===== config.mk =====
export PLATFORM = sky130hd
export DESIGN_NAME = rail_shutdown_seq_flat
export DESIGN_NICKNAME = d
export VERILOG_FILES = /design/src/rtl/rail_shutdown_seq_pkg.sv /design/src/rtl/rail_shutdown_seq_if.sv /design/src/rtl/rail_shutdown_seq_timer.sv /design/src/rtl/rail_shutdown_seq.sv /design/src/flat_wrapper.sv
export SDC_FILE = /design/constraint.sdc
export NUM_CORES = 1
export LEC_CHECK = 0
export CAP_MARGIN = 20
export CELL_PAD_IN_SITES_DETAIL_PLACEMENT = 0
export CELL_PAD_IN_SITES_GLOBAL_PLACEMENT = 2
export CORE_ASPECT_RATIO = 1.75
export CORE_MARGIN = 2
export CORE_UTILIZATION = 36
export CTS_BUF_LIST = sky130_fd_sc_hd__clkbuf_2 sky130_fd_sc_hd__clkbuf_4 sky130_fd_sc_hd__clkbuf_8
export CTS_CLUSTER_DIAMETER = 120
export DETAILED_ROUTE_END_ITERATION = 8
export MAX_ROUTING_LAYER = met4
export PLACE_DENSITY = 0.86
export SLEW_MARGIN = 20
export SYNTH_ARGS = -nofsm -noshare
export SYNTH_HDL_FRONTEND = slang
export SYNTH_SLANG_ARGS = --single-unit
export TNS_END_PERCENT = 50

===== constraint.sdc =====
create_clock -name clk -period 2.8 [get_ports clk]
set_clock_uncertainty 0.05 [all_clocks]
set_input_delay 0.42 -clock clk [delete_from_list [all_inputs] [get_ports clk]]
set_output_delay 0.42 -clock clk [all_outputs]
set_load 0.005 [all_outputs]

===== src/rtl/rail_shutdown_seq_pkg.sv =====
// Shared definitions for the rail power sequencers: FSM encoding, default
// timing constants and the counter-width helper used by rail_timer users.
package rail_shutdown_seq_pkg;

   typedef enum logic [1:0] {
      ST_RUN   = 2'd0,
      ST_DROP  = 2'd1,
      ST_DWELL = 2'd2,
      ST_OFF   = 2'd3
   } state_e;

   localparam int DEFAULT_DWELL_CYCLES   = 16384;
   localparam int DEFAULT_TIMEOUT_CYCLES = 65536;

   // One shared counter must hold the larger of the two intervals minus one.
   function automatic int cnt_width(int dwell, int timeout);
      int m;
      m = (dwell > timeout) ? dwell : timeout;
      return $clog2(m);
   endfunction

endpackage


===== src/rtl/rail_shutdown_seq_if.sv =====
// Board-side bundle between up-sequencer/PG sensing and the shutdown sequencer.
// No handshake: all inputs are levels, all outputs are registered levels.
interface rail_shutdown_seq_if #(
   parameter int NSTAGES = 4
);
   localparam int IW = (NSTAGES > 1) ? $clog2(NSTAGES) : 1;

   logic               UP_DONE;
   logic               SHUTDOWN_REQ;
   logic [NSTAGES-1:0] STAGE_PG;
   logic [NSTAGES-1:0] STAGE_ALLOW;
   logic               BUSY;
   logic               OFF;
   logic               FAULT;
   logic [IW-1:0]      FAULT_STAGE;

   modport master (
      output UP_DONE, SHUTDOWN_REQ, STAGE_PG,
      input  STAGE_ALLOW, BUSY, OFF, FAULT, FAULT_STAGE
   );

   modport slave (
      input  UP_DONE, SHUTDOWN_REQ, STAGE_PG,
      output STAGE_ALLOW, BUSY, OFF, FAULT, FAULT_STAGE
   );
endinterface


===== src/rtl/rail_shutdown_seq_timer.sv =====
// rail_timer: loadable down-counter that saturates at zero; done_o flags zero.
// Loading N-1 on entry makes done_o true in the N-th cycle of the interval.
module rail_timer #(
   parameter int CW = 16
) (
   input  logic          clk,
   input  logic          rst_n,
   input  logic          load_i,
   input  logic [CW-1:0] load_val_i,
   output logic          done_o
);
   logic [CW-1:0] cnt_q, cnt_d;

   always_comb begin
      cnt_d = cnt_q;
      if (load_i) begin
         cnt_d = load_val_i;
      end else if (cnt_q != '0) begin
         cnt_d = cnt_q - CW'(1);
      end
   end

   always_ff @(posedge clk) begin
      if (!rst_n) begin
         cnt_q <= '0;
      end else begin
         cnt_q <= cnt_d;
      end
   end

   assign done_o = (cnt_q == '0);
endmodule


===== src/rtl/rail_shutdown_seq.sv =====
// Reverse-order power-down sequencer: withdraws stage permits from the top
// stage down to stage 0 on a request or on PG loss, with timeout and dwell.
module rail_shutdown_seq
   import rail_shutdown_seq_pkg::*;
#(
   parameter int                 NSTAGES        = 4,
   parameter logic [NSTAGES-1:0] PG_MASK        = 4'b1110,
   parameter int                 DWELL_CYCLES   = DEFAULT_DWELL_CYCLES,
   parameter int                 TIMEOUT_CYCLES = DEFAULT_TIMEOUT_CYCLES
) (
   input  logic                clk,
   input  logic                rst_n,
   rail_shutdown_seq_if.slave  bus,
   output state_e              dbg_state_o
);
   localparam int IW = (NSTAGES > 1) ? $clog2(NSTAGES) : 1;
   localparam int CW = cnt_width(DWELL_CYCLES, TIMEOUT_CYCLES);
   localparam logic [CW-1:0] DW_LOAD = CW'(DWELL_CYCLES - 1);
   localparam logic [CW-1:0] TO_LOAD = CW'(TIMEOUT_CYCLES - 1);

   state_e             state_q, state_d;
   logic [IW-1:0]      idx_q, idx_d;
   logic [NSTAGES-1:0] allow_q, allow_d;
   logic               busy_q, busy_d;
   logic               off_q, off_d;
   logic               fault_q, fault_d;
   logic [IW-1:0]      fstage_q, fstage_d;

   logic               tmr_load;
   logic [CW-1:0]      tmr_val;
   logic               tmr_done;
   logic [NSTAGES-1:0] pg_fail;
   logic [IW-1:0]      pg_low_idx;

   rail_timer #(.CW(CW)) u_timer (
      .clk        (clk),
      .rst_n      (rst_n),
      .load_i     (tmr_load),
      .load_val_i (tmr_val),
      .done_o     (tmr_done)
   );

   // PG is only meaningful once the up-sequencer has finished.
   assign pg_fail = bus.UP_DONE ? (PG_MASK & ~bus.STAGE_PG) : '0;

   always_comb begin
      pg_low_idx = '0;
      for (int i = NSTAGES - 1; i >= 0; i--) begin
         if (pg_fail[i]) pg_low_idx = IW'(i);
      end
   end

   always_comb begin
      state_d  = state_q;
      idx_d    = idx_q;
      allow_d  = allow_q;
      busy_d   = busy_q;
      off_d    = off_q;
      fault_d  = fault_q;
      fstage_d = fstage_q;
      tmr_load = 1'b0;
      tmr_val  = TO_LOAD;
      unique case (state_q)
         ST_RUN: begin
            if (bus.SHUTDOWN_REQ || (pg_fail != '0)) begin
               if (pg_fail != '0 && !fault_q) begin
                  fault_d  = 1'b1;
                  fstage_d = pg_low_idx;
               end
               idx_d              = IW'(NSTAGES - 1);
               allow_d[NSTAGES-1] = 1'b0;
               busy_d             = 1'b1;
               tmr_load           = 1'b1;
               tmr_val            = TO_LOAD;
               state_d            = ST_DROP;
            end
         end
         ST_DROP: begin
            if (!PG_MASK[idx_q] || !bus.STAGE_PG[idx_q]) begin
               tmr_load = 1'b1;
               tmr_val  = DW_LOAD;
               state_d  = ST_DWELL;
            end else if (tmr_done) begin
               if (!fault_q) begin
                  fault_d  = 1'b1;
                  fstage_d = idx_q;
               end
               tmr_load = 1'b1;
               tmr_val  = DW_LOAD;
               state_d  = ST_DWELL;
            end
         end
         ST_DWELL: begin
            if (tmr_done) begin
               if (idx_q == '0) begin
                  busy_d  = 1'b0;
                  off_d   = 1'b1;
                  state_d = ST_OFF;
               end else begin
                  idx_d                   = idx_q - IW'(1);
                  allow_d[idx_q - IW'(1)] = 1'b0;
                  tmr_load                = 1'b1;
                  tmr_val                 = TO_LOAD;
                  state_d                 = ST_DROP;
               end
            end
         end
         ST_OFF: begin
            allow_d = '0;
         end
         default: state_d = ST_RUN;
      endcase
   end

   always_ff @(posedge clk) begin
      if (!rst_n) begin
         state_q  <= ST_RUN;
         idx_q    <= '0;
         allow_q  <= '1;
         busy_q   <= 1'b0;
         off_q    <= 1'b0;
         fault_q  <= 1'b0;
         fstage_q <= '0;
      end else begin
         state_q  <= state_d;
         idx_q    <= idx_d;
         allow_q  <= allow_d;
         busy_q   <= busy_d;
         off_q    <= off_d;
         fault_q  <= fault_d;
         fstage_q <= fstage_d;
      end
   end

   assign bus.STAGE_ALLOW = allow_q;
   assign bus.BUSY        = busy_q;
   assign bus.OFF         = off_q;
   assign bus.FAULT       = fault_q;
   assign bus.FAULT_STAGE = fstage_q;
   assign dbg_state_o     = state_q;
endmodule


===== src/flat_wrapper.sv =====
// flat-port wrapper written by rule: the top's interface ports become plain ports
module rail_shutdown_seq_flat import rail_shutdown_seq_pkg::*;
#(
   parameter int                 NSTAGES        = 4,
   parameter logic [NSTAGES-1:0] PG_MASK        = 4'b1110,
   parameter int                 DWELL_CYCLES   = DEFAULT_DWELL_CYCLES,
   parameter int                 TIMEOUT_CYCLES = DEFAULT_TIMEOUT_CYCLES
)
  (clk, rst_n, dbg_state_o, bus_UP_DONE, bus_SHUTDOWN_REQ, bus_STAGE_PG, bus_STAGE_ALLOW, bus_BUSY, bus_OFF, bus_FAULT, bus_FAULT_STAGE);
  rail_shutdown_seq_if #(.NSTAGES(NSTAGES)) bus_i ();
  input  logic clk;
  input  logic rst_n;
  output state_e dbg_state_o;
  input wire logic [$bits(bus_i.UP_DONE)-1:0] bus_UP_DONE;
  input wire logic [$bits(bus_i.SHUTDOWN_REQ)-1:0] bus_SHUTDOWN_REQ;
  input wire logic [$bits(bus_i.STAGE_PG)-1:0] bus_STAGE_PG;
  output wire logic [$bits(bus_i.STAGE_ALLOW)-1:0] bus_STAGE_ALLOW;
  output wire logic [$bits(bus_i.BUSY)-1:0] bus_BUSY;
  output wire logic [$bits(bus_i.OFF)-1:0] bus_OFF;
  output wire logic [$bits(bus_i.FAULT)-1:0] bus_FAULT;
  output wire logic [$bits(bus_i.FAULT_STAGE)-1:0] bus_FAULT_STAGE;
  assign bus_i.UP_DONE = bus_UP_DONE;
  assign bus_i.SHUTDOWN_REQ = bus_SHUTDOWN_REQ;
  assign bus_i.STAGE_PG = bus_STAGE_PG;
  assign bus_STAGE_ALLOW = bus_i.STAGE_ALLOW;
  assign bus_BUSY = bus_i.BUSY;
  assign bus_OFF = bus_i.OFF;
  assign bus_FAULT = bus_i.FAULT;
  assign bus_FAULT_STAGE = bus_i.FAULT_STAGE;
  rail_shutdown_seq #(.NSTAGES(NSTAGES), .PG_MASK(PG_MASK), .DWELL_CYCLES(DWELL_CYCLES), .TIMEOUT_CYCLES(TIMEOUT_CYCLES)) u_core (.clk(clk), .rst_n(rst_n), .bus(bus_i), .dbg_state_o(dbg_state_o));
endmodule

# ---- Word-level counts from Yosys, hierarchy flattened
# Cells that the tools add are included.
# Widths: inputs -> output; s select.
dict set report word_totals {
  register_bits 29
  input_bits 8
  output_inout_bits 11
  word_cells 107
}
dict set report op_classes {
  add_sub_neg 2
  n_lt_le_gt_ge 3
  eq_ne 12
  mux 52
  bitwise_logic 3
  n_reduce_logical 26
}
# operator n
set ops {}
lappend ops {{$mux 16} 5}
lappend ops {{$mux 2} 17}
lappend ops {{$logic_not 16->1} 1}
lappend ops {{$mux 1} 16}
lappend ops {{$reduce_and 4->1} 4}
lappend ops {{$reduce_bool 16->1} 1}
lappend ops {{$sub 16x1->16 const B} 1}
lappend ops {{$mux 4} 3}
lappend ops {{$ne 2x1->1 const B} 5}
lappend ops {{$not 4->4} 2}
lappend ops {{$pmux 2 s2} 2}
lappend ops {{$reduce_bool 2->1} 4}
lappend ops {{$lt 2x3->1 const B} 2}
lappend ops {{$ne 2x2->1 const B} 3}
lappend ops {{$pmux 1 s3} 2}
lappend ops {{$pmux 2 s3} 1}
lappend ops {{$pmux 3 s2} 1}
lappend ops {{$reduce_and 3->1} 2}
lappend ops {{$reduce_and 6->1} 1}
lappend ops {{$reduce_bool 3->1} 2}
lappend ops {{$reduce_and 5->1} 1}
lappend ops {{$and 4x4->4} 1}
lappend ops {{$bmux 1 s2} 2}
lappend ops {{$eq 2x2->1 const B} 2}
lappend ops {{11 further kinds} 17}

# ---- Logic depth before layout (Yosys ltp)
# Gate-level depths: netlist (run 1).
dict set report logic_depth {
  depth_word 10
  ltp_mapped 9
  depth_no_buf 7
}

# ---- Hierarchy
# A second synthesis (run 1) with hierarchy kept.
dict set report unflattened {
  hier_cells 216
  hier_area_um2 1819.2
}
# module instances cells_each area_each_um2 seq_area_each_um2
set modules_own_cells {}
lappend modules_own_cells {rail_timer 1 116 939.7 320.3}
lappend modules_own_cells {rail_shutdown_seq 1 100 879.6 260.2}

# ---- Worst setup path after synthesis (run 1)
# Ideal clock, no wire load.
dict set report synth_path {
  path_kind {register to register}
  from {register u_core.u_timer.cnt_q[0]}
  to {register u_core.u_timer.cnt_q[1]}
  setup_ns 0.115
  arrival_ns 1.778
  required_ns 2.635
  path_slack_ns 0.857
  stages_incl_launch_ff 9
  n_path_buf 1
  synth_period_minus_slack_ns 1.943
  cell_sequence {dfxtp_1 > inv_1 > ha_1 > nor4b_1 > and4_1 > buf_4 > or3_4 > and3b_1 > o21a_1}
}
dict set report synth_between {
  elab_chain_cells 5
  word_cells_on_any_way 10
  cone_classes {1 x add/sub; 6 x mux; 3 x reduce/logical}
}
# item line
set synth_rtl {}
lappend synth_rtl {{from (decl)} rail_shutdown_seq_timer.sv:12} ;# logic [CW-1:0] cnt_q, cnt_d;
lappend synth_rtl {{from (signal assigned)} rail_shutdown_seq_timer.sv:27} ;# cnt_q <= cnt_d;
lappend synth_rtl {{parallel branches: the longest is 5 deep, another holds $sub 16x1->16} n/a}
# Several ways; the timed one is not identified. The select of a mux whose other input is x is not followed.
# A chain may end at the register's enable or synchronous reset.

# ---- Worst setup path in the final report (run 1)
dict set report layout_path {
  from {register u_core.u_timer.cnt_q[5]}
  to {register u_core.fstage_q[0], in the netlist u_core.bus.FAULT_STAGE[0]}
}
dict set report layout_between {
  elab_chain_cells 3
}
# item line
set layout_rtl {}
lappend layout_rtl {{$logic_not 16->1} rail_shutdown_seq_timer.sv:31} ;# assign done_o = (cnt_q == '0);
lappend layout_rtl {{$ne 2x1->1 (no line)} n/a}
lappend layout_rtl {{$reduce_and 6->1 (no line)} n/a}
lappend layout_rtl {{to (signal assigned)} rail_shutdown_seq.sv:131} ;# fstage_q <= fstage_d;
lappend layout_rtl {{to (decl)} rail_shutdown_seq.sv:27} ;# logic [IW-1:0] fstage_q, fstage_d;
# No other way between the ends.

==> reports/results.env, run 1 <==
STATUS='completed'
WORST-SETUP-PATH-TYPE='flop to flop'
POWER_mW=1.96
WORST-R2R-SETUP-SLACK_NS=0.47
RSZ0062_AT_GRT='false'
PLACEMENT_SETUP_SLACK_NS=0.462
SYNTH_TOP_FAMILY_BY_AREA='simple AND/OR/NAND/NOR gates'
SYNTH-XOR-AREA-SHARE_PCT=6.59
NETLIST_AREA_UM2=1730
DETAIL_ROUTE.VIAS_PER_CELL=5.47
REG2REG_DEPTH=5
CRIT_PATH_END_KIND='flop'
SYNTHESIS.YOSYS.WARNINGS=0
ROUTED-VIA-COUNT=1467
MIN_PATH_CELLS=2
SLEW_HEADROOM_PCT=60.7
AREA_DELTA_SYNTH_FINAL_PCT=18.0
YS_FF_LATCH=29
FINAL_LAYOUT_SIZE_SUFFIX_GT1_SHARE_PCT=10.2
HOLD_FIX_BUFFERS_AT_CTS=0
SYNTH.CELLS.MOST_FREQUENT='29 x dfxtp_1, 20 x a21oi_1, 16 x nor2_1'
HOLD_VIOL_FINAL=0
STD_CELL_ROWS=33
FINAL_AREA_UM2=2040
CRIT_PATH_TIME_FINAL_NS=2.33
CLK-INSERTION-DELAY-LATE_NS=0.28
POST_SYNTH_NUM_CELL_TYPES=49
POST_SYNTH.CELL_AREA_AVG_UM2=8.91
DP_CELLS=260
FILLCELLCOUNT=466
GRT_PASS1_WL_MM=6.68
POST_SYNTH_INST_COUNT=194
POWER-PER-CELL-AREA_nW_PER_UM2=963
GRT_USAGE_PCT=16.7
SYNTH_EDF_COUNT=0
DIE_AREA_UM2=5390
SYNTHMOSTINSTANTIATEDCELL='dfxtp_1'
YOSYS-TOP-CELLS-AREA='dfxtp_1 34%, ha_1 8.7%, a21oi_1 5.8%, xor2_1 5.1%, nor2_1 3.5%'
DRC_ERRORS=0
DELAY_HEAVIEST_FAMILY_CP='simple AND/OR/NAND/NOR gates'
CORE-AREA_UM2=4670
PATH_MAX_FANOUT=17
CTS_MADE_BUFFERS=5
FF_LATCH_AREA_UM2=581
GRT_MAX_DEGREE=18
SYNTHESIS.NETS=214
BUF_INV_STAGES_CRIT_PATH=0
COUNT_OF_BUFFERS_FROM_PORT_BUFFERING=18
PIN_COUNT=19
CRITICAL_PATH.STARTPOINT_TYPE='flop'
ASYNC_RESET_FF_SHARE_PCT=0
TRITONCTS='built'
INITIAL_UTILIZATION_PCT=37.0
NUMBER_OF_STANDARD_CELLS_IN_THE_FINAL_LAYOUT_EXCLUDING_FILLERS=268
YOSYS.AREA_SHARE.ADDER_PCT=8.69
SYNTH_TOP_CELL_BY_AREA='dfxtp_1'
DRV.MAX_CAP_VIOLATION_COUNT=0
FINALWIRELENGTH_MM=3.96
DIE_H_UM=95.7
YOSYSSEQAREASHARE_PCT=33.6
CP_CELL_SEQUENCE='nor4_4, nand4_2, o21ai_2, a31oi_1, a311oi_1'
DR.FIRST_ITER.DRC_COUNT=40
MAXSLEWVIOLCOUNT=0
POSTROUTEANTENNANETS=0
CRIT_CELLS=5
GLOBALROUTEOVERFLOWTOTAL=0
CTS.SINKS=29
POST_CTS_RESIZED=0
IR_DROP_mV=0.407
CTS-HTREE-LEVELS=2
SYNTH_SIMPLE_GATE_AREA_SHARE_PCT=26.8
SETUP_TNS_NS=0
WL_PER_CELL_UM=14.8
CLK_PIN_SLEW_NS=0.07
POSTPLACECELLAREA_UM2=1950
SYNTH_COMPOUND_GATE_AREA_SHARE_PCT=18.8
CRITICAL_PATH.SLOWEST_CELL='nand4_2'
CRITICAL_PATH_ARRIVAL_NS=2.46
MULTI_INPUT_GATE_AREA_UM2=1070
CTS_ROOT_BUF='clkbuf_8'
DIE_WIDTH_UM=56.4
NETS_FINISH=235
PLACE_HPWL_MM=3.01
ANTENNA_FOUND_INITIAL=0
TIMING.FINAL.SETUP_VIOLATIONS=0
POST_SYNTH_MUX_AREA_SHARE_PCT=1.30
DETAILEDROUTE.FIRSTPASSITERATIONCOUNT=4
FINAL_MIN_PERIOD_OVER_CLOCK_PERIOD_PCT=83.3
ANTENNA_CELLS_INSERTED=0
WORST-SLEW-PIN-TRANSITION_NS=0.590
PLACE.GP.CONGESTION=0.827
MAXIMUM_CLOCK_FREQUENCY_MHz=429
FINALWORSTSETUPSLACK_NS=0.468
MAX-CLOCK-PATH-BUFFERS=2
WORST_EP_REQUIRED_TIME_NS=2.93
CELLLEAKAGEPOWER_nW=0.784
CRITPATHMAXSTAGEDELAY_NS=0.52
POST-CTS-SETUP-BUFFER-COUNT=0
SYNTH_TOP_AREA_SHARE_PCT=33.6
SYNTHFLOPTYPE='dfxtp_1'
HOLD_CLASS='flop to flop'
FIRST_GLOBAL_VIAS=1505
path summary, 6_finish.rpt:
check                                                 to                              startpoint
setup reg to reg  u_core.bus.FAULT_STAGE[0]$_SDFFE_PN0P_    u_core.u_timer.cnt_q[5]$_SDFFE_PN0P_
hold / removal    u_core.bus.STAGE_ALLOW[0]$_SDFFE_PN1P_  u_core.bus.STAGE_ALLOW[0]$_SDFFE_PN1P_
hold reg to reg   u_core.bus.STAGE_ALLOW[0]$_SDFFE_PN1P_  u_core.bus.STAGE_ALLOW[0]$_SDFFE_PN1P_
setup / recovery  u_core.bus.FAULT_STAGE[0]$_SDFFE_PN0P_    u_core.u_timer.cnt_q[5]$_SDFFE_PN0P_
registers in the layout, indices dropped and copies added, names as in the netlist:
signal and cells:
u_core.bus.FAULT_STAGE 2, u_core.bus.FAULT 1, u_core.dbg_state_o 2, u_core.bus.OFF 1, u_core.u_timer.cnt_q 16, u_core.bus.STAGE_ALLOW 4
u_core.idx_q 2, u_core.bus.BUSY 1
cell type report:
cell class | count | area share [%]
Clock buffer | 6 | 3.74
Multi-Input combinational cell | 149 | 52.7
Tap cell | 52 | 3.19
Inverter | 10 | 1.84
Sequential cell | 29 | 28.5
Clock inverter | 2 | 0.491
Timing Repair Buffer | 20 | 9.57
tightest hold or removal path, cell delays in order, from the launching register on:
cell     delay, ns
dfxtp_1       0.31
o21ai_0       0.06
nand2_1       0.05
report_power, final:
part / internal (mW) / total, mW / switching, mW
Combinational: 0.421 / 0.872 / 0.451
Sequential: 0.555 / 0.746 / 0.191
Clock: 0.182 / 0.346 / 0.165
Total: 1.16 / 1.96 / 0.807
layout by cell type, fill, tap and decap left out, types with 5 or more instances in the layout:
cell | netlist | layout
o21ai_0 | 6 | 6
clkdlybuf4s50_1 | 0 | 18
nor2_1 | 16 | 16
nand4_1 | 7 | 7
xor2_1 | 10 | 10
dfxtp_1 | 29 | 29
inv_1 | 10 | 10
nor3_1 | 5 | 5
a31oi_1 | 5 | 5
a21oi_1 | 20 | 20
clkbuf_8 | 0 | 5
nand2_1 | 12 | 12
ha_1 | 12 | 12
cells by family after synthesis:
kind of cell | count (synthesis)
compound gates | 50
mux | 1
simple gates | 73
fa+ha+maj | 12
buf+inv | 16
xor+xnor | 13
flops | 29
through the flow:
| step | utilization (%) | hold WS (ns) |
|---|---|---|
| 4_1_cts | 43.7 | 0.419 |
| 3_5_place_dp | 41.9 | 0.407 |
| 6_report | 43.7 | 0.415 |
| 2_1_floorplan | - | 0.400 |
| 5_1_grt | 43.7 | 0.432 |
| 3_3_place_gp | 41.9 | 0.397 |
metal layers:
| metal | global-route usage [%] | vias to the layer above | part of all wire, % |
|---|---|---|---|
| met3 | 2.58 | 10 | 1.9 |
| met1 | 15.8 | 682 | 38 |
| met4 | 9.72 | 0 | 3.2 |
| li1 | - | 750 | - |
| met5 | - | - | 0 |
| met2 | 31.3 | 25 | 57 |
No activity file was read; power rests on OpenSTA's default activity.
==> inputs of run 2 (changes only) <==
--- a/config.mk
+++ b/config.mk
@@ -10,12 +10,12 @@
 export CELL_PAD_IN_SITES_GLOBAL_PLACEMENT = 2
 export CORE_ASPECT_RATIO = 1.75
 export CORE_MARGIN = 2
-export CORE_UTILIZATION = 36
+export CORE_UTILIZATION = 32
 export CTS_BUF_LIST = sky130_fd_sc_hd__clkbuf_2 sky130_fd_sc_hd__clkbuf_4 sky130_fd_sc_hd__clkbuf_8
 export CTS_CLUSTER_DIAMETER = 120
 export DETAILED_ROUTE_END_ITERATION = 8
 export MAX_ROUTING_LAYER = met4
-export PLACE_DENSITY = 0.86
+export PLACE_DENSITY = 0.81
 export SLEW_MARGIN = 20
 export SYNTH_ARGS = -nofsm -noshare
 export SYNTH_HDL_FRONTEND = slang
==> constraint.sdc (replaced) <==
create_clock -name clk -period 2.1 [get_ports clk]
set_clock_uncertainty 0.05 [all_clocks]
set_input_delay 0.315 -clock clk [delete_from_list [all_inputs] [get_ports clk]]
set_output_delay 0.315 -clock clk [all_outputs]
set_load 0.005 [all_outputs]
==> run 2 against run 1 <==
Compared with the run above:
- non-clock buffer count rose by 26
- critical path type unchanged
- sequential power rose by 26%
- highest routed layer unchanged
- clock power rose by 33%
- first-iteration DRC count rose by 5.0%
- cell count rose by 11%
- count of clock-buffer cells in the layout did not move
- die area rose by 12%
==> reports/results.env, run 2 (same netlist as run 1, synthesis figures left out) <==
HOLD_CLASS='flop to flop'
MAXIMUM_CLOCK_FREQUENCY_MHz=501  # +17%
CLK-INSERTION-DELAY-LATE_NS=0.28  # about the same
FINALWIRELENGTH_MM=4.51  # +14%
FINAL_MIN_PERIOD_OVER_CLOCK_PERIOD_PCT=95.0  # +12 points
DR.FIRST_ITER.DRC_COUNT=42  # +5.0%
CELLLEAKAGEPOWER_nW=0.916  # +17%
FINAL_AREA_UM2=2260  # +11%
PLACEMENT_SETUP_SLACK_NS=-0.121  # -0.583 ns
FINAL_LAYOUT_SIZE_SUFFIX_GT1_SHARE_PCT=20.6  # +10 points
CORE-AREA_UM2=5260  # +13%
IR_DROP_mV=0.480  # +18%
TOTAL_SWITCHING_POWER_mW=1.13  # +40%
WORST-SLEW-PIN-TRANSITION_NS=0.556  # -0.0344 ns
ANTENNA_FOUND_INITIAL=0  # unchanged
GLOBALROUTEOVERFLOWTOTAL=0  # unchanged
HOLD_FIX_BUFFERS_AT_CTS=0  # unchanged
TOP_REGISTER='u_core.u_timer.cnt_q'
TRITONCTS='built'
DETAILEDROUTE.FIRSTPASSITERATIONCOUNT=4  # unchanged
AREA_DELTA_SYNTH_FINAL_PCT=30.8
CRIT-REG2REG-CAPTURE='u_core.u_timer.cnt_q[1]$_SDFFE_PN0P_'
CRIT_START='u_core.u_timer.cnt_q[1]$_SDFFE_PN0P_'
FLIP_FLOP_COUNT_OF_THE_LARGEST_REGISTER_AFTER_LAYOUT=16  # unchanged
DIE_WIDTH_UM=59.5  # +5.6%
DETAIL_ROUTE.VIAS_PER_CELL=5.28  # -3.5%
MOST-COMMON-LAYOUT-CELLS='28 x dfxtp_1, 27 x buf_4, 20 x a21oi_1'
COMB_POWER_SHARE_PCT=50.6  # +6.2 points
INTERNAL_POWER_mW=1.70  # +47%
DRV.MAX_CAP_VIOLATION_COUNT=0  # unchanged
DIE_AREA_UM2=6030  # +12%
PATH_MAX_FANOUT=7  # -10
DRC_ERRORS=0  # unchanged
CLOCK_NETWORK_POWER_SHARE_PCT=16.2  # -1.4 points
GRT_MAX_DEGREE=14  # -4
PLACE.GP.CONGESTION=0.835  # +0.92%
FINALWORSTSETUPSLACK_NS=0.104  # -0.364 ns
PIN_COUNT=19  # unchanged
POWER_FRAC_SEQ_PCT=33.2  # -4.8 points
CP_CELL_SEQUENCE='inv_1, ha_1, nor4b_1, and4_2, a211o_2, and3b_1, o21a_1'
REG2REG_DEPTH=7  # +2
WORST_HOLD_STARTPOINT='u_core.bus.STAGE_ALLOW[2]$_SDFFE_PN1P_'
RSZ0062_AT_GRT='false'
POWER_mW=2.83  # +44%
FIRST_GLOBAL_VIAS=1586  # +5.4%
ROUTED-VIA-COUNT=1574  # +7.3%
FILLCELLCOUNT=551  # +18%
WORST_EP_REQUIRED_TIME_NS=2.23  # -0.70 ns
GRT_PASS1_WL_MM=7.51  # +12%
WL_PER_CELL_UM=15.1  # +2.4%
CRITPATHMAXSTAGEDELAY_NS=0.39  # -0.13 ns
CRITICAL_PATH.STARTPOINT_TYPE='flop'
TIMING.HOLD.WORST_ENDPOINT='u_core.bus.STAGE_ALLOW[2]$_SDFFE_PN1P_'
CTS.SINKS=29  # unchanged
CRIT_PATH_TIME_FINAL_NS=2.00  # -0.336 ns
GRT_USAGE_PCT=17.0  # +0.35 points
CLK_PIN_SLEW_NS=0.06  # about the same
CRITICAL_PATH.SLOWEST_CELL='dfxtp_1'
CRITICAL_PATH_ARRIVAL_NS=2.12  # -0.34 ns
CRIT_PATH_END_KIND='flop'
POWER-PER-CELL-AREA_nW_PER_UM2=1250  # +30%
PLACE_HPWL_MM=3.42  # +14%
MAXSLEWVIOLCOUNT=0  # unchanged
ANTENNA_CELLS_INSERTED=0  # unchanged
INITIAL_UTILIZATION_PCT=32.9  # -4.2 points
CTS-HTREE-LEVELS=2  # unchanged
STARTPOINT_OF_THE_WORST_SLACK_REG_TO_REG_TIMING_PATH='u_core.u_timer.cnt_q[1]$_SDFFE_PN0P_'
LAYOUT.CELLS.MOST_COMMON='dfxtp_1'
COUNT_OF_BUFFERS_FROM_PORT_BUFFERING=18  # unchanged
POSTPLACECELLAREA_UM2=2160  # +10%
STATUS='completed'
NUMBER_OF_STANDARD_CELLS_IN_THE_FINAL_LAYOUT_EXCLUDING_FILLERS=298  # +11%
HOLD_VIOL_FINAL=0  # unchanged
SETUP_TNS_NS=0  # unchanged
WORST-SETUP-PATH-TYPE='flop to flop'
STD_CELL_ROWS=35  # +6.1%
FINISH.UTILIZATION_PCT=43.0  # -0.71 points
SLEW_HEADROOM_PCT=62.9  # +2.2 points
WORST-R2R-SETUP-SLACK_NS=0.10  # -0.36 ns
MAX-CLOCK-PATH-BUFFERS=2  # unchanged
DP_CELLS=288  # +11%
NETS_FINISH=262  # +11%
CTS_ROOT_BUF='clkbuf_8'
TIMING.FINAL.SETUP_VIOLATIONS=0  # unchanged
DIE_H_UM=101  # +5.8%
FIN_WORST_HOLD_SLACK_NS=0.419  # +0.00306 ns
POWER_SWITCHING_SHARE_PCT=39.9  # -1.2 points
CTS_MADE_BUFFERS=5  # unchanged
MIN_PATH_CELLS=2  # unchanged
POSTROUTEANTENNANETS=0  # unchanged
-- run 2: changes by cell type in the layout (fill, tap and decap cells not counted) --
| cell | previous run | this run |
|---|---|---|
| and4_2 | 0 | 1 |
| dfxtp_1 | 29 | 28 |
| buf_12 | 0 | 1 |
| and4_1 | 1 | 0 |
| buf_4 | 2 | 27 |
| dfxtp_2 | 0 | 1 |
| nand4_1 | 7 | 8 |
-- run 2: cell type report --
type                       count  area, um2  share of cell area, %
sequential                    29        582                   25.7
tap                           55       68.8                   3.05
clock buffer                   6       76.3                   3.38
multi-input combinational    150       1080                   47.9
inverter                      10       37.5                   1.66
timing repair buffer          46        403                   17.8
clock inverter                 2       10.0                  0.443
-- run 2: worst max path at each step --
| stage | endpoint | slack, ns | cells past startpoint |
|---|---|---|---|
| floorplan | u_core.u_timer.cnt_q[1]$_SDFFE_PN0P_ | 0.16 | 8 |
| global placement | u_core.dbg_state_o[0]$_SDFFE_PN0P_ | -0.07 | 6 |
| detailed placement | u_core.dbg_state_o[0]$_SDFFE_PN0P_ | -0.12 | 6 |
| CTS | u_core.u_timer.cnt_q[1]$_SDFFE_PN0P_ | 0.09 | 7 |
| global route | u_core.bus.FAULT_STAGE[0]$_SDFFE_PN0P_ | 0.0002 | 7 |
| finish | u_core.u_timer.cnt_q[1]$_SDFFE_PN0P_ | 0.10 | 7 |
-- run 2: worst max-delay path: cells and delay by family (launching register included) --
| kind | cells | cell delay (ns) |
|---|---|---|
| flops | 1 | 0.39 |
| compound gates | 2 | 0.53 |
| simple gates | 3 | 0.66 |
| fa+ha+maj | 1 | 0.18 |
| buf+inv | 1 | 0.08 |
-- run 2: what timing repair did --
action,4_1_cts,5_1_grt
setup buffers,0,1
gates resized for setup,0,2
endpoints found under the setup margin,0,22
-- run 2: power by group through the flow --
| stage | clock [mW] | combinational [mW] | sequential [mW] |
|---|---|---|---|
| floorplan | 0 | 0.879 | 0.958 |
| global placement | 0 | 1.44 | 0.949 |
| detailed placement | 0 | 1.43 | 0.954 |
| CTS | 0.472 | 1.45 | 0.942 |
| global route | 0.499 | 1.62 | 0.967 |
| finish | 0.459 | 1.43 | 0.942 |
-- run 2: routing by layer --
| layer | share of wire [%] | global-route usage (%) | vias up |
|---|---|---|---|
| met5 | 0 | - | - |
| met4 | 2.5 | 7.35 | 0 |
| met3 | 2.2 | 2.68 | 7 |
| met2 | 58 | 31.2 | 22 |
| met1 | 37 | 17.1 | 738 |
| li1 | - | - | 807 |
==> RTL edit, RTL diff (settings of run 1) <==
Change the package constant `DEFAULT_TIMEOUT_CYCLES` from 65536 to 16384.
--- a/src/rtl/rail_shutdown_seq_pkg.sv
+++ b/src/rtl/rail_shutdown_seq_pkg.sv
@@ -10,7 +10,7 @@
    } state_e;
 
    localparam int DEFAULT_DWELL_CYCLES   = 16384;
-   localparam int DEFAULT_TIMEOUT_CYCLES = 65536;
+   localparam int DEFAULT_TIMEOUT_CYCLES = 16384;
 
    // One shared counter must hold the larger of the two intervals minus one.
    function automatic int cnt_width(int dwell, int timeout);
Behaviour: no difference found for any inputs over 10 cycles, from zero or initial values and one cycle with rst_n low; that may be too few to reach the edited logic, so the function may still have changed.
==> RTL edit against run 1 <==
Maximum frequency down 1.4%; area after synthesis down 3.0%; sequential cell count down 2; power down 7.0%; count of clock-buffer cells in the layout down 2; wire length down 0.68%; cell count down 2.2%; final area down 4.0%; worst setup slack worse by 0.034 ns; non-clock buffer count up 1; critical path depth up 2; critical path type unchanged.
==> RTL edit: results (changes against run 1) <==
antennaDiodeCount: 0  # unchanged
track_usage_pct: 16.3  # -0.35 points
num_vias: 1441  # -1.8%
cts_max_level: 1  # -1
first_iter_violations: 50  # +25%
setup_violations: 0  # unchanged
worst_pin_slew_ns: 0.857  # +0.267 ns
yosysSeqAreaShare_pct: 32.2  # -1.4 points
worst-endpoint-arrival_ns: 2.50  # +0.04 ns
layout-drive-gt1-share_pct: 12.8  # +2.6 points
cts-root-buf: "clkbuf_8"
leakagePower_nw: 0.737  # -6.0%
crit_slowest_cell: "o211ai_2"
vias_per_cell: 5.50  # +0.48%
rr_worst_depth: 7  # +2
largest_register_ffs: 14  # -2
grt_max_degree: 17  # -1
antenna_found_initial: 0  # unchanged
ys_warn_count: 0  # unchanged
netlist_top_cells_count: "dfxtp_1 (27), nand2_1 (26), nor2_1 (14)"
synthTopCellsByArea: "dfxtp_1 (32%), ha_1 (9.0%), nand2_1 (5.8%)"
final_nets: 232  # -1.3%
path_max_fanout: 14  # -3
path_delay_family: "simple AND/OR/NAND/NOR gates"
dr.pass1.iters: 4  # unchanged
min_from: "u_core.bus.STAGE_ALLOW[3]"
slowest_delay_ns: 0.43  # -0.09 ns
clk_pin_slew_ns: 0.08
vdd_drop_max_mv: 0.486  # +20%
startpoint: "u_core.u_timer.cnt_q[0]"
fillers: 474  # +1.7%
synth_cell_types: 46  # -6.1%
cts_made_buffers: 3  # -2
place_hpwl_mm: 3.09  # +2.6%
gp_congestion: 0.898  # +8.6%
grt_pass1_vias: 1533  # +1.9%
worstHoldPathType: "flop to flop"
routedWlPerCell_um: 15.0  # +1.6%
synthCells: 192  # -1.0%
dpl.cell_count: 258  # -0.77%
grt_first_pass_wirelength_mm: 6.65  # -0.42%
status: "complete, no violations"
cp-end-kind: "flop"
cts_resized: 0  # unchanged
whs_path_depth: 1  # -1
async_reset_ff_share_pct: 0  # unchanged
synth_nets: 212  # -0.93%
-- RTL edit: changes by cell type after synthesis, moves of 4 or more --
cell and delta:
a21oi_1 -12, a21oi_2 +10, mux2i_1 +8, nand2_1 +14, nand4_1 -6, nor3_1 +4
o21ai_1 +5, xnor2_1 +4, xor2_1 -10
-- RTL edit: report_power, final --
group	leakage [nW]	internal, mW	total (mW)	switching, mW
clock network	0.0262	0.111	0.229	0.117
logic	0.486	0.415	0.935	0.520
registers	0.225	0.512	0.664	0.152
-- RTL edit: metal layers --
layer  global-route usage (%)  wire (um)  share of wire, %  vias up
met2                     32.1       2230                57       31
li1                         -          -                 -      712
met3                     1.79         99               2.5       10
met1                     14.8       1470                37      688
met4                     8.94        136               3.5        0
met5                        -          0                 0        -
-- RTL edit: cells by family (layout without fill, tap and decap cells) --
group,Yosys count,in the layout,synth area share [%]
compound gates,47,47,21.5
xor+xnor,7,7,3.66
fa+ha+maj,12,12,8.95
buf+inv,18,37,4.78
flops,27,27,32.2
mux,9,9,5.45
simple gates,72,72,23.4
-- RTL edit: layout make-up --
class	instances	area [sq um]	share of cell area, %
Timing Repair Buffer	21	203	10.4
Multi-Input combinational cell	147	1060	54.0
Inverter	12	45.0	2.30
Sequential cell	27	541	27.6
Tap cell	51	63.8	3.26
Clock buffer	4	48.8	2.49
-- RTL edit: path summary, 6_finish.rpt --
path	slack [ns]	endpoint
max	0.43	u_core.u_timer.cnt_q[4]
min	0.41	u_core.bus.STAGE_ALLOW[3]
max reg2reg	0.43	u_core.u_timer.cnt_q[4]
min reg2reg	0.41	u_core.bus.STAGE_ALLOW[3]
-- RTL edit: metrics by stage --
stage	hold WS (ns)	util, %	instance area [sq um]	setup slack, ns	total power [mW]
3_3_place_gp	0.393	42.9	1910	0.333	1.59
6_report	0.412	44.0	1960	0.434	1.83
4_1_cts	0.415	44.0	1960	0.390	1.85
5_1_grt	0.439	44.0	1960	0.158	1.98
3_5_place_dp	0.393	42.9	1910	0.227	1.61
2_1_floorplan	0.401	-	1680	0.874	1.36
